**src/rtl/cpu_pkg.sv**
```systemverilog
// Shared CPU definitions: opcode constants, sequencer state encoding and the
// control word that the sequencer drives onto the datapath.
package cpu_pkg;

  localparam int OP_W = 5;
  localparam int ST_W = 5;

  localparam logic [OP_W-1:0] OP_LD   = 5'b00000;
  localparam logic [OP_W-1:0] OP_LDI  = 5'b00001;
  localparam logic [OP_W-1:0] OP_ST   = 5'b00010;
  localparam logic [OP_W-1:0] OP_ADD  = 5'b00011;
  localparam logic [OP_W-1:0] OP_AND  = 5'b00101;
  localparam logic [OP_W-1:0] OP_OR   = 5'b00110;
  localparam logic [OP_W-1:0] OP_ADDI = 5'b01100;
  localparam logic [OP_W-1:0] OP_ANDI = 5'b01101;
  localparam logic [OP_W-1:0] OP_ORI  = 5'b01110;
  localparam logic [OP_W-1:0] OP_BR   = 5'b10010;
  localparam logic [OP_W-1:0] OP_JR   = 5'b10011;
  localparam logic [OP_W-1:0] OP_IN   = 5'b10101;
  localparam logic [OP_W-1:0] OP_OUT  = 5'b10110;
  localparam logic [OP_W-1:0] OP_MFHI = 5'b10111;
  localparam logic [OP_W-1:0] OP_MFLO = 5'b11000;
  localparam logic [OP_W-1:0] OP_NOP  = 5'b11001;
  localparam logic [OP_W-1:0] OP_HALT = 5'b11010;

  // T4 is shared by all opcodes; per-instruction states start at T5.
  typedef enum logic [ST_W-1:0] {
    CLR, T0, T1, T2, T3, T4,
    ADD_T5, AND_T5, OR_T5, ADDI_T5, ANDI_T5, ORI_T5, ALU_T6,
    LD_T5, LDI_T5, ST_T5, LD_T6, LD_T7, LD_T8, LD_T9, ST_T6, ST_T7,
    BR_T5, BR_T6, BR_T7, HALT
  } state_e;

  typedef struct packed {
    logic clear, run;
    logic pc_out, pc_in, inc_pc, mar_in, mdr_in, mdr_out, md_read, ir_in;
    logic read, write;
    logic gra, grb, grc, r_in, r_out, ba_out, csign_out;
    logic y_in, zlow_in, zhigh_in, zlow_out, alu_add, alu_and, alu_or, branch, con_in;
    logic hi_out, lo_out, inport_out, outport_in;
  } ctrl_t;

endpackage

```
**src/rtl/ctrl_decode.sv**
```systemverilog
// Combinational state-to-control-word decoder. T4 also looks at the opcode,
// because IR only becomes valid at the edge that enters T4.
module ctrl_decode
  import cpu_pkg::*;
(
  input  state_e          state_i,
  input  logic [OP_W-1:0] opcode_i,
  input  logic            conff_i,
  output ctrl_t           ctrl_o
);

  always_comb begin
    ctrl_o     = '0;
    ctrl_o.run = (state_i != CLR) && (state_i != HALT);
    case (state_i)
      CLR: ctrl_o.clear = 1'b1;
      T0:  begin ctrl_o.pc_out = 1'b1; ctrl_o.mar_in = 1'b1; ctrl_o.inc_pc = 1'b1; ctrl_o.zlow_in = 1'b1; end
      T1:  begin ctrl_o.zlow_out = 1'b1; ctrl_o.pc_in = 1'b1; ctrl_o.read = 1'b1; end
      T2:  begin ctrl_o.read = 1'b1; ctrl_o.md_read = 1'b1; ctrl_o.mdr_in = 1'b1; end
      T3:  begin ctrl_o.mdr_out = 1'b1; ctrl_o.ir_in = 1'b1; end
      T4: begin
        case (opcode_i)
          OP_ADD, OP_AND, OP_OR, OP_ADDI, OP_ANDI, OP_ORI:
                   begin ctrl_o.grb = 1'b1; ctrl_o.r_out = 1'b1; ctrl_o.y_in = 1'b1; end
          OP_LD, OP_LDI, OP_ST:
                   begin ctrl_o.grb = 1'b1; ctrl_o.ba_out = 1'b1; ctrl_o.y_in = 1'b1; end
          OP_BR:   begin ctrl_o.gra = 1'b1; ctrl_o.r_out = 1'b1; ctrl_o.con_in = 1'b1; end
          OP_JR:   begin ctrl_o.gra = 1'b1; ctrl_o.r_out = 1'b1; ctrl_o.pc_in = 1'b1; end
          OP_IN:   begin ctrl_o.inport_out = 1'b1; ctrl_o.gra = 1'b1; ctrl_o.r_in = 1'b1; end
          OP_OUT:  begin ctrl_o.gra = 1'b1; ctrl_o.r_out = 1'b1; ctrl_o.outport_in = 1'b1; end
          OP_MFHI: begin ctrl_o.hi_out = 1'b1; ctrl_o.gra = 1'b1; ctrl_o.r_in = 1'b1; end
          OP_MFLO: begin ctrl_o.lo_out = 1'b1; ctrl_o.gra = 1'b1; ctrl_o.r_in = 1'b1; end
          default: ;
        endcase
      end
      ADD_T5:  begin ctrl_o.grc = 1'b1; ctrl_o.r_out = 1'b1; ctrl_o.alu_add = 1'b1; ctrl_o.zlow_in = 1'b1; end
      AND_T5:  begin ctrl_o.grc = 1'b1; ctrl_o.r_out = 1'b1; ctrl_o.alu_and = 1'b1; ctrl_o.zlow_in = 1'b1; end
      OR_T5:   begin ctrl_o.grc = 1'b1; ctrl_o.r_out = 1'b1; ctrl_o.alu_or = 1'b1; ctrl_o.zlow_in = 1'b1; end
      ADDI_T5: begin ctrl_o.csign_out = 1'b1; ctrl_o.alu_add = 1'b1; ctrl_o.zlow_in = 1'b1; end
      ANDI_T5: begin ctrl_o.csign_out = 1'b1; ctrl_o.alu_and = 1'b1; ctrl_o.zlow_in = 1'b1; end
      ORI_T5:  begin ctrl_o.csign_out = 1'b1; ctrl_o.alu_or = 1'b1; ctrl_o.zlow_in = 1'b1; end
      LD_T5, LDI_T5, ST_T5, BR_T6:
               begin ctrl_o.csign_out = 1'b1; ctrl_o.alu_add = 1'b1; ctrl_o.zlow_in = 1'b1; end
      ALU_T6:  begin ctrl_o.zlow_out = 1'b1; ctrl_o.gra = 1'b1; ctrl_o.r_in = 1'b1; end
      LD_T6, ST_T6:
               begin ctrl_o.zlow_out = 1'b1; ctrl_o.mar_in = 1'b1; end
      LD_T7:   ctrl_o.read = 1'b1;
      LD_T8:   begin ctrl_o.read = 1'b1; ctrl_o.md_read = 1'b1; ctrl_o.mdr_in = 1'b1; end
      LD_T9:   begin ctrl_o.mdr_out = 1'b1; ctrl_o.gra = 1'b1; ctrl_o.r_in = 1'b1; end
      ST_T7:   begin ctrl_o.gra = 1'b1; ctrl_o.r_out = 1'b1; ctrl_o.write = 1'b1; end
      BR_T5:   begin ctrl_o.pc_out = 1'b1; ctrl_o.y_in = 1'b1; end
      BR_T7:   begin ctrl_o.zlow_out = 1'b1; ctrl_o.branch = 1'b1; ctrl_o.pc_in = conff_i; end
      default: ;
    endcase
  end

endmodule

```
**src/rtl/control_sequencer.sv**
```systemverilog
// Multi-cycle CPU control unit: state register, next-state logic and the
// pending-stop latch; the control word comes from ctrl_decode.
module control_sequencer
  import cpu_pkg::*;
#(
  parameter int OPW = OP_W,
  parameter int STW = ST_W
) (
  input  logic        clock,
  input  logic        reset,
  input  logic [31:0] IR,
  input  logic        CONFF,
  input  logic        stop,
  output logic        clear,
  output logic        Run,
  output logic        PCout,
  output logic        PCin,
  output logic        IncPC,
  output logic        MARin,
  output logic        MDRin,
  output logic        MDRout,
  output logic        MD_read,
  output logic        IRin,
  output logic        Read,
  output logic        Write,
  output logic        Gra,
  output logic        Grb,
  output logic        Grc,
  output logic        Rin,
  output logic        Rout,
  output logic        BAout,
  output logic        Csignout,
  output logic        Yin,
  output logic        Zlowin,
  output logic        Zhighin,
  output logic        Zlowout,
  output logic        ADD,
  output logic        AND,
  output logic        OR,
  output logic        BRANCH,
  output logic        CONin,
  output logic        HIout,
  output logic        LOout,
  output logic        InPortout,
  output logic        Out_Portin
);

  logic [STW-1:0] state_q;
  state_e         state, state_d, last_next;
  logic           stop_q, stop_d;
  logic [OPW-1:0] opcode;
  logic           unused_ir;
  ctrl_t          ctrl;

  assign opcode    = IR[31 -: OPW];
  assign unused_ir = ^IR[31-OPW:0];
  assign state     = state_e'(state_q);
  assign stop_d    = stop_q | stop;

  always_ff @(posedge clock or negedge reset) begin
    if (!reset) begin
      state_q <= CLR;
      stop_q  <= 1'b0;
    end else begin
      state_q <= state_d;
      stop_q  <= stop_d;
    end
  end

  always_comb begin
    last_next = (stop || stop_q) ? HALT : T0;
    state_d   = state;
    case (state)
      CLR: state_d = T0;
      T0:  state_d = T1;
      T1:  state_d = T2;
      T2:  state_d = T3;
      T3:  state_d = T4;
      T4: begin
        case (opcode)
          OP_ADD:  state_d = ADD_T5;
          OP_AND:  state_d = AND_T5;
          OP_OR:   state_d = OR_T5;
          OP_ADDI: state_d = ADDI_T5;
          OP_ANDI: state_d = ANDI_T5;
          OP_ORI:  state_d = ORI_T5;
          OP_LD:   state_d = LD_T5;
          OP_LDI:  state_d = LDI_T5;
          OP_ST:   state_d = ST_T5;
          OP_BR:   state_d = BR_T5;
          OP_HALT: state_d = HALT;
          default: state_d = last_next;
        endcase
      end
      ADD_T5, AND_T5, OR_T5, ADDI_T5, ANDI_T5, ORI_T5, LDI_T5: state_d = ALU_T6;
      ALU_T6, LD_T9, ST_T7, BR_T7: state_d = last_next;
      LD_T5: state_d = LD_T6;
      LD_T6: state_d = LD_T7;
      LD_T7: state_d = LD_T8;
      LD_T8: state_d = LD_T9;
      ST_T5: state_d = ST_T6;
      ST_T6: state_d = ST_T7;
      BR_T5: state_d = BR_T6;
      BR_T6: state_d = BR_T7;
      HALT:  state_d = HALT;
      default: state_d = CLR;
    endcase
  end

  ctrl_decode u_decode (
    .state_i  (state),
    .opcode_i (opcode),
    .conff_i  (CONFF),
    .ctrl_o   (ctrl)
  );

  // clear is gated so nothing is driven while reset is still held low.
  assign clear      = ctrl.clear & reset;
  assign Run        = ctrl.run;
  assign PCout      = ctrl.pc_out;
  assign PCin       = ctrl.pc_in;
  assign IncPC      = ctrl.inc_pc;
  assign MARin      = ctrl.mar_in;
  assign MDRin      = ctrl.mdr_in;
  assign MDRout     = ctrl.mdr_out;
  assign MD_read    = ctrl.md_read;
  assign IRin       = ctrl.ir_in;
  assign Read       = ctrl.read;
  assign Write      = ctrl.write;
  assign Gra        = ctrl.gra;
  assign Grb        = ctrl.grb;
  assign Grc        = ctrl.grc;
  assign Rin        = ctrl.r_in;
  assign Rout       = ctrl.r_out;
  assign BAout      = ctrl.ba_out;
  assign Csignout   = ctrl.csign_out;
  assign Yin        = ctrl.y_in;
  assign Zlowin     = ctrl.zlow_in;
  assign Zhighin    = ctrl.zhigh_in;
  assign Zlowout    = ctrl.zlow_out;
  assign ADD        = ctrl.alu_add;
  assign AND        = ctrl.alu_and;
  assign OR         = ctrl.alu_or;
  assign BRANCH     = ctrl.branch;
  assign CONin      = ctrl.con_in;
  assign HIout      = ctrl.hi_out;
  assign LOout      = ctrl.lo_out;
  assign InPortout  = ctrl.inport_out;
  assign Out_Portin = ctrl.outport_in;

endmodule
```
**config.mk**
```make
export PLATFORM = sky130hd
export DESIGN_NAME = control_sequencer
export DESIGN_NICKNAME = d
export VERILOG_FILES = /design/src/rtl/cpu_pkg.sv /design/src/rtl/ctrl_decode.sv /design/src/rtl/control_sequencer.sv
export SDC_FILE = /design/constraint.sdc
export NUM_CORES = 1
export LEC_CHECK = 0
export CAP_MARGIN = 20
export CORE_UTILIZATION = 39
export DETAILED_ROUTE_END_ITERATION = 10
export PLACE_DENSITY = 0.87
export SLEW_MARGIN = 5
export SYNTH_ARGS = -nofsm -noshare
export SYNTH_HDL_FRONTEND = slang
export SYNTH_SLANG_ARGS = --single-unit
```
**constraint.sdc**
```tcl
create_clock -name clock -period 2.2 [get_ports clock]
set_clock_uncertainty 0.15 [all_clocks]
set_input_delay 0.44 -clock clock [delete_from_list [all_inputs] [get_ports clock]]
set_output_delay 0.44 -clock clock [all_outputs]
set_load 0.01 [all_outputs]
```
==> results.md <==
* FF+latch count, synth at 6
* Max clock buf depth at 2
* Antenna Violating Nets Remaining at 0
* Latest clock arrival within the worst-skew pair at 250 ps
* Most used cell, CP: nand2_2
* Endpoints failing hold at 0
* Ports at 68
* Fill cells at 190
* Max-Cap Viols at 0
* CORE AREA at 0.00303 mm^2
* Failing checks: setup timing
* Leakage at 1.09 nW
* Chip Height at 58.3 um
* Max FO, Critical Path at 4
* Non-Filler Instances at 331
* Crit start category: flop
* DRC at 0
* 1st-pass router iterations at 5
* CP required at 1610 ps
* Yosys warnings at 0
* First-pass GRT wire length at 8480 um
* Fin. max-slew vios at 0
* Final instance area at 0.00229 mm^2
* Setup slack, reg-to-reg at 290 ps
* Worst path top cell family by delay: simple AND/OR/NAND/NOR gates
* Top_reg_cell synth: dfrtp_1
* RSZ-0062 raised after global routing: yes
* Final WL at 6240 um
* FFs w/ async S/R, synth at 100%
* Synthesized area per cell at 6.47 um^2
* Cell Rows at 20
* Syn nets at 227
* Critical path class: flop to primary output
* Slowest cell on crit path: dfrtp_1
* Dpl cells at 310
* Vias at 2026
* Clk Tree Root Cell: clkbuf_4
* Port bufs at 39
* CP Cell Sequence: nand2_2 > nor4_4 > nand2_2 > buf_6 > o211ai_2 > or2_1 > buf_2
* Clk pin slew, worst setup/hold paths at 50 ps
* Fin crit share at 111%
* Initial Util at 40.8%
* Register area share after synthesis at 12.2%
* H-Tree Level Count at 1
* Total gr overflow at 0
* Post-DR vias/cell at 6.12
* Status: complete, but fails checks
* Hold slack at 352 ps
* HPWL after DPL at 3310 um
* DR WL/cell at 18.9 um
* Final core occ at 75.6%
* Pwr dens at 1140 mW/mm^2
* Die ar. at 0.00340 mm^2
* DP Area at 0.00200 mm^2
* Minimum clock period at 2440 ps
* Hold crit path type: input port to async pin
* Critical path's largest stage delay at 440 ps
* Largest net degree at the start of global routing at 17
* Arrival time worst endpoint at 1850 ps
* Post-Syn Instances at 191
* Hold-fix buffers, CTS at 0
* Nets at 325
* P&R area growth vs syn at 85.4%
* Layout cell share with drive strength beyond 1 at 51.9%
* Fin worst setup slack at -242 ps
* Commonest non-fill, non-tap cell in the layout: buf_4
* CTS Buf Count at 3
* VDD IR max at 0.688 mV
* CTS tree: done
* Total GRT Usage at 32.4%
* # setup viols final at 19
* Crit. End Element: primary output
* Power after layout at 0.00262 W
* Post-synth cell types at 52
* Most frequent cells in the layout: 58 x buf_4, 19 x buf_2, 17 x nor2_1
* WP buf/inv at 2
* Final RePlAce weighted congestion at 0.970
* Vias in the first global route at 1746
* Die Span X at 58.3 um
* Synth Cell Area at 0.00123 mm^2
* Max Fclk at 410 MHz
* TritonCTS Sinks at 6
* Initial antenna violation count at 0
* Antenna diode instance count at 0
* Post-synth EDFFs at 0
* 1st-iter DRT viols at 163
==> cells in the mapped netlist (2+ instances only) <==
cell type	count	area share [%]
a21oi_1	17	6.9
a22oi_1	2	1.2
a31oi_1	4	2.0
and3_1	7	3.5
buf_2	15	6.1
buf_4	3	1.8
clkbuf_1	3	0.91
dfrtp_1	6	12
inv_1	4	1.2
mux2i_1	3	2.4
nand2_1	16	4.9
nand2b_1	10	5.1
nand3_1	3	1.2
nand3b_1	2	1.2
nand4_1	2	1.0
nor2_1	24	7.3
nor2b_1	6	3.0
nor3_1	8	3.2
nor4_1	4	2.0
o211ai_1	5	3.0
o21ai_0	12	4.9
o21bai_1	2	1.2
or2_1	2	1.0
xnor2_1	2	1.4
xor2_1	2	1.4
==> cells by family after synthesis <==
kind of cell / after synthesis / share of synthesized area (%)
XOR/XNOR: 4 / 2.84
flip-flops: 6 / 12.2
other: 1 / 0.304
buffers and inverters: 27 / 11.2
AND/OR/NAND/NOR: 94 / 41.4
multiplexers: 3 / 2.43
AO/OA/AOI/OAI: 56 / 29.6
==> stage by stage <==
stage | setup TNS (ps) | worst slack, ps
3_3_place_gp | -7460 | -529
4_1_cts | -506 | -137
2_1_floorplan | 0 | 242
5_1_grt | -2400 | -277
6_report | -1750 | -242
3_5_place_dp | -8090 | -591
==> flip-flops by register name (all words and copies together) (netlist names) <==
register	flops
state	5
stop_q	1
==> path summary, 6_finish.rpt <==
path,startpoint,to,cells after the start
max in group asynchronous,reset,state[4],2
setup / recovery,state[0],Gra,7
hold reg to reg,stop_q,stop_q,2
hold / removal,reset,state[1],2
min in group clock,stop_q,stop_q,2
setup reg to reg,state[0],state[1],9
==> what timing repair did <==
| action | CTS | global route |
|---|---|---|
| resized for setup | 138 | 46 |
| cloned | 0 | 0 |
| pin swaps | 15 | 12 |
| hold endpoints to repair | 0 | 0 |
| setup endpoints to repair | 31 | 27 |
| buffers inserted | 11 | 9 |
==> area by class of cell <==
| type | count | area, um^2 | area share [%] |
|---|---|---|---|
| inverter | 5 | 18.8 | 0.820 |
| clock buffer | 3 | 22.5 | 0.984 |
| multi-input combinational | 158 | 1130 | 49.5 |
| sequential | 6 | 155 | 6.78 |
| timing repair buffer | 115 | 906 | 39.6 |
| tap | 44 | 55.1 | 2.40 |
==> worst register-to-register path, cell delays in order (launching register included) <==
cell and delay, ps:
dfrtp_1 440, buf_6 130, nor2b_4 160, nand3b_1 160, nor2_2 170, buf_4 130, buf_4 100, buf_4 90
o2111ai_1 150, o21ai_1 130
==> power by group <==
group          switching (W)  internal (W)  total (W)
clock network      0.0000435     0.0000620   0.000105
registers           0.000105      0.000161   0.000265
logic                0.00116       0.00109    0.00225
==> per-layer routing <==
| metal | up-vias | part of all wire [%] | track usage [%] | routed length [um] |
|---|---|---|---|---|
| met4 | 0 | 3.7 | 10.5 | 231 |
| li1 | 876 | - | - | - |
| met3 | 33 | 8.7 | 2.90 | 542 |
| met1 | 966 | 40 | 43.5 | 2500 |
| met5 | - | 0 | 0 | 0 |
| met2 | 151 | 48 | 54.5 | 2970 |
Note: power is estimated with default switching activity, not from simulation.
